<file path="config.mk">
export PLATFORM = sky130hd
export DESIGN_NAME = feature_epoch_scheduler
export DESIGN_NICKNAME = d
export VERILOG_FILES = /design/src/rtl/feature_epoch_scheduler.sv
export SDC_FILE = /design/constraint.sdc
export NUM_CORES = 2
export LEC_CHECK = 0
export BUFFER_PORTS_ARGS = -buffer_cell sky130_fd_sc_hd__buf_4
export CORE_AREA = 3 3 380 382
export DETAILED_ROUTE_END_ITERATION = 8
export DIE_AREA = 0 0 383 385
export GPL_TIMING_DRIVEN = 1
export HOLD_SLACK_MARGIN = 0.12
export PLACE_DENSITY = 0.49
export SYNTH_ARGS = -nofsm -noshare
export SYNTH_HDL_FRONTEND = slang
export SYNTH_SLANG_ARGS = --single-unit
</file>
<file path="constraint.sdc">
create_clock -name clk -period 42.7 [get_ports clk]
set_input_delay 8.54 -clock clk [delete_from_list [all_inputs] [get_ports clk]]
set_output_delay 8.54 -clock clk [all_outputs]
set_load 0.05 [all_outputs]
</file>
<file path="src/rtl/feature_epoch_scheduler.sv">
// Epoch sequencer for the feature extractor: gates samples in,
// captures the feature vector, streams it out word by word.
`timescale 1ns/1ps
module feature_epoch_scheduler #(
  parameter int EPOCH_LENGTH   = 256,
  parameter int NUM_FEATURES   = 27,
  parameter int TIMEOUT_CYCLES = 4096
) (
  input  logic                      clk,
  input  logic                      rst,
  input  logic                      start,
  input  logic                      stop,
  input  logic                      continuous,
  input  logic [31:0]               sample_in,
  input  logic                      sample_valid,
  output logic                      fe_en,
  output logic [31:0]               fe_data,
  output logic                      fe_in_valid,
  input  logic                      fe_valid,
  input  logic [32*NUM_FEATURES-1:0] fe_features,
  output logic [31:0]               feat_data,
  output logic [4:0]                feat_idx,
  output logic                      feat_valid,
  input  logic                      feat_ready,
  output logic                      feat_last,
  output logic                      busy,
  output logic                      overflow,
  output logic                      timeout_err
);

  localparam int SW = $clog2(EPOCH_LENGTH + 1);
  localparam int TW = $clog2(TIMEOUT_CYCLES + 1);
  localparam logic [SW-1:0] SMAX = SW'(EPOCH_LENGTH - 1);
  localparam logic [TW-1:0] TMAX = TW'(TIMEOUT_CYCLES - 1);
  localparam logic [4:0] ILAST = 5'(NUM_FEATURES - 1);

  typedef enum logic [2:0] {
    S_IDLE,
    S_COLLECT,
    S_WAIT,
    S_CAPTURE,
    S_STREAM,
    S_RESTART
  } state_t;

  state_t        r_state;
  state_t        w_nxt;
  logic [SW-1:0] r_sample_cnt;
  logic [TW-1:0] r_tmo_cnt;
  logic [4:0]    r_idx;
  logic [31:0]   r_bank [NUM_FEATURES];
  logic          r_fe_en;
  logic [31:0]   r_fe_data;
  logic          r_fe_in_valid;
  logic [31:0]   r_feat_data;
  logic          r_feat_valid;
  logic          r_feat_last;
  logic          r_busy;
  logic          r_overflow;
  logic          r_timeout_err;
  logic          w_accept;
  logic          w_drop;
  logic [4:0]    w_idx_nxt;

  assign w_accept  = r_feat_valid && feat_ready;
  assign w_idx_nxt = r_idx + 5'd1;
  assign w_drop    = sample_valid &&
                     (r_state == S_WAIT || r_state == S_CAPTURE ||
                      r_state == S_STREAM || r_state == S_RESTART);

  // Next-state selection; stop overrides every other transition.
  always_comb begin
    w_nxt = r_state;
    if (stop) begin
      w_nxt = S_IDLE;
    end else begin
      unique case (r_state)
        S_IDLE:    if (start) w_nxt = S_COLLECT;
        S_COLLECT: if (sample_valid && r_sample_cnt == SMAX)
                     w_nxt = S_WAIT;
        S_WAIT: begin
          if (fe_valid)               w_nxt = S_CAPTURE;
          else if (r_tmo_cnt == TMAX) w_nxt = S_IDLE;
        end
        S_CAPTURE: w_nxt = S_STREAM;
        S_STREAM:  if (w_accept && r_idx == ILAST)
                     w_nxt = continuous ? S_RESTART : S_IDLE;
        S_RESTART: w_nxt = S_COLLECT;
        default:   w_nxt = S_IDLE;
      endcase
    end
  end

  // State, counters, feature bank and all registered outputs.
  always_ff @(posedge clk or posedge rst) begin
    if (rst) begin
      r_state       <= S_IDLE;
      r_sample_cnt  <= '0;
      r_tmo_cnt     <= '0;
      r_idx         <= '0;
      r_fe_en       <= 1'b0;
      r_fe_data     <= '0;
      r_fe_in_valid <= 1'b0;
      r_feat_data   <= '0;
      r_feat_valid  <= 1'b0;
      r_feat_last   <= 1'b0;
      r_busy        <= 1'b0;
      r_overflow    <= 1'b0;
      r_timeout_err <= 1'b0;
      for (int k = 0; k < NUM_FEATURES; k++) r_bank[k] <= '0;
    end else begin
      r_state       <= w_nxt;
      r_busy        <= (w_nxt != S_IDLE);
      r_fe_en       <= (w_nxt == S_COLLECT) || (w_nxt == S_WAIT) ||
                       (w_nxt == S_CAPTURE);
      r_fe_in_valid <= 1'b0;

      if (!stop && r_state == S_COLLECT && sample_valid) begin
        r_fe_data     <= sample_in;
        r_fe_in_valid <= 1'b1;
        r_sample_cnt  <= r_sample_cnt + 1'b1;
      end

      if (!stop && r_state == S_WAIT)
        r_tmo_cnt <= r_tmo_cnt + 1'b1;

      if (w_nxt == S_COLLECT && r_state != S_COLLECT) begin
        r_sample_cnt  <= '0;
        r_tmo_cnt     <= '0;
        r_overflow    <= 1'b0;
        r_timeout_err <= 1'b0;
      end

      // A dropped sample in RESTART still flags, even as COLLECT begins.
      if (w_drop)
        r_overflow <= 1'b1;

      if (!stop && r_state == S_WAIT && !fe_valid && r_tmo_cnt == TMAX)
        r_timeout_err <= 1'b1;

      if (!stop && r_state == S_CAPTURE) begin
        for (int k = 0; k < NUM_FEATURES; k++)
          r_bank[k] <= fe_features[32*k +: 32];
        r_idx        <= '0;
        r_feat_data  <= fe_features[31:0];
        r_feat_last  <= (ILAST == 5'd0);
        r_feat_valid <= 1'b1;
      end

      if (!stop && r_state == S_STREAM && w_accept) begin
        if (r_idx == ILAST) begin
          r_feat_valid <= 1'b0;
          r_feat_last  <= 1'b0;
        end else begin
          r_idx       <= w_idx_nxt;
          r_feat_data <= r_bank[w_idx_nxt];
          r_feat_last <= (w_idx_nxt == ILAST);
        end
      end

      if (stop) begin
        r_feat_valid <= 1'b0;
        r_feat_last  <= 1'b0;
      end
    end
  end

  assign fe_en       = r_fe_en;
  assign fe_data     = r_fe_data;
  assign fe_in_valid = r_fe_in_valid;
  assign feat_data   = r_feat_data;
  assign feat_idx    = r_idx;
  assign feat_valid  = r_feat_valid;
  assign feat_last   = r_feat_last;
  assign busy        = r_busy;
  assign overflow    = r_overflow;
  assign timeout_err = r_timeout_err;

endmodule

</file>
==> results.cfg <==
[route]
first_pass_iters = 6
vias_per_cell = 4.84
wl_per_cell_um = 24.6
wl_um = 191000
drc = 0
vias = 37629
ant_nets = 0
first_iter_violations = 2854

[logic_synthesis]
synth.area.top_cells = dfrtp_1 55%, nand2_1 25%, mux4_2 6.8%, mux2i_1 2.9%, clkbuf_1 1.7%
synth.distinct_cells = 57
synth_cells = 4943
synthMostInstantiatedCell = nand2_1
yosysTopAreaCellShare = 0.550
synth_top_area_cell = dfrtp_1
yosysWarnings = 0
synth_seq_cells = 965
syn-cell-area_sq_um = 43900
synth_area_per_cell_sq_um = 8.88
synthTopCellsByCount = 2897 x nand2_1, 965 x dfrtp_1, 200 x clkbuf_1
synth_edf_count = 0
yosysSeqAreaShare = 0.550
async_flop_share = 1.00
ys.flop_type = dfrtp_1
syn_nets = 5853

[timing]
maxSlewHeadroom = 0.240
hold_viol = 0
rsz0062_at_grt = no
fin_setup_tns_ps = 0
tightest_slew_ps = 1140
slew_violations = 0
setup_violations = 0
period_needed_ps = 12850
fmax_mhz = 77.8
period_share = 0.301
fin_skew_ps = 44.8

[pwr]
peakVddDrop_uv = 29.3
netSwitchingFraction = 0.260
p_switching_mw = 0.577
p_leak_nw = 29.5
p_clk_frac = 0.437
powerDensity_nw_per_um2 = 39.2
p_int_mw = 1.64
pwr-share-comb = 0.114
power_frac_seq = 0.449

[floorplanning]
coreArea_sq_um = 141000
dieWidth_um = 383
ios = 980
die_area_sq_um = 147000
rows = 138
initial_utilization = 0.310
die_height_um = 385

[layout]
seqCellArea_sq_um = 24200
area_delta_synth_final_pct = 28.9
n_fill_cell = 14529
final_nets = 6684
drive_gt1_frac = 0.236
multiInputGateArea_sq_um = 18400
final_cells = 7769

[critical_path]
cp-start-kind = input port
crit_arrival_ps = 13490
path_class = in -> reg
cp-end-kind = register
cp_data_required_time_ps = 43340
worst-path-max-fanout = 97
rr_worst_depth = 8

[clock_tree]
worstSkewPairLatency_ps = 730
cts_tree = done
cts_sinks = 965
cts_post_setup_buffers_inserted = 0
htree_levels = 3
cts-root-buf = clkbuf_16
numCtsBuffers = 110
hold_buffers = 0
clockBufferDepth = 3
cts.repair.resized = 0
cts.reportedPaths.clkPinSlew_ps = 60

[global_routing]
grt_pass1_wl_um = 271000
overflow = 0
antenna_found_initial = 34
grt_max_degree = 182
grtUsageTotal = 0.253
grt_pass1_vias = 38332

[run]
cap_viol_max_count = 0

[placement]
port_buffers = 979
dpl.hpwl_um = 144000
gp_congestion = 0.925
placed_cells = 7552

[run_status]
status = finished clean

[worst_hold_path]
hp-class = reg -> reg
min_path_cells = 2
## final timing paths
check | from | end | slack (ps)
max reg2reg | r_state[2] | r_bank[234] | 36940
min | r_bank[481] | r_bank[481] | 470
max | stop | r_bank[234] | 29850
min reg2reg | r_bank[481] | r_bank[481] | 470
max in group asynchronous | rst | r_bank[417] | 30730
min in group asynchronous | rst | r_bank[342] | 7980
## registers in the layout, indices dropped and copies added (netlist names)
name / count
fe_data: 32
fe_en: 1
r_sample_cnt: 9
overflow: 1
timeout_err: 1
busy: 1
r_state: 3
r_bank: 864
r_tmo_cnt: 13
fe_in_valid: 1
feat_idx: 5
feat_data: 32
feat_valid: 1
feat_last: 1
## metrics by stage
stage | area, sq um | setup slack (ps) | power (mW) | util | hold WS [ps]
5_1_grt | 56600 | 29520 | 2.30 | 0.400 | 481
3_3_place_gp | 52800 | 29210 | 1.27 | 0.374 | 451
3_5_place_dp | 52800 | 29200 | 1.27 | 0.374 | 458
4_1_cts | 56500 | 29990 | 2.25 | 0.400 | 472
2_1_floorplan | 43900 | 7020 | 1.12 | - | 440
6_report | 56600 | 29850 | 2.22 | 0.400 | 469
## critical path, cell delays in order
cell     delay [ps]
buf_4           160
or2_4           820
buf_4           860
buf_4           860
buf_4           970
buf_4           770
nand2_1         140
nand2_1          90
## cells in the final DEF, fill, tap and decap left out, types with 34 or more instances in the layout
cell type	count
nand2_1	2897
buf_4	1033
dfrtp_1	964
mux4_2	132
mux2i_1	126
clkbuf_16	111
nand3_1	76
a21oi_1	71
o21ai_0	40
nand4_1	36
clkbuf_1	34
## cell type report
class                   count  area share
flip-flops and latches    965       0.427
multi-input cells        3649       0.326
repair buffers           1038       0.139
clock buffers             175      0.0587
well taps                1890      0.0418
clock inverters            23     0.00659
diodes                     19    0.000840
inverters                  10    0.000818
## routing by layer
| metal | global-route usage | vias to the layer above | wire length [um] |
|---|---|---|---|
| li1 | - | 17507 | - |
| met1 | 0.333 | 18614 | 81400 |
| met2 | 0.409 | 1224 | 90000 |
| met3 | 0.0476 | 264 | 10800 |
| met4 | 0.109 | 20 | 8800 |
| met5 | 0 | - | 155 |
## power groups by stage
| stage | sequential, mW | combinational (mW) | clock [mW] |
|---|---|---|---|
| CTS | 0.996 | 0.258 | 0.992 |
| detailed placement | 1.01 | 0.257 | 0 |
| global route | 1.00 | 0.274 | 1.03 |
| floorplan | 1.03 | 0.0864 | 0 |
| global placement | 1.01 | 0.256 | 0 |
| finish | 0.996 | 0.253 | 0.968 |
## kinds of logic (layout without fill, tap and decap cells)
group                      after synthesis  count (layout)  share of synthesized area
and+or+nand+nor                       3105            3105                      0.275
buffers and inverters                  329            1246                     0.0325
muxes                                  289             289                      0.104
AOI/OAI and AO/OA                      227             227                     0.0319
other                                    0              19                          0
DFF                                    965             965                      0.550
adders and majority gates                6               6                    0.00171
xor gates and xnor gates                22              22                    0.00456
Power figures use the tool's default switching activity.
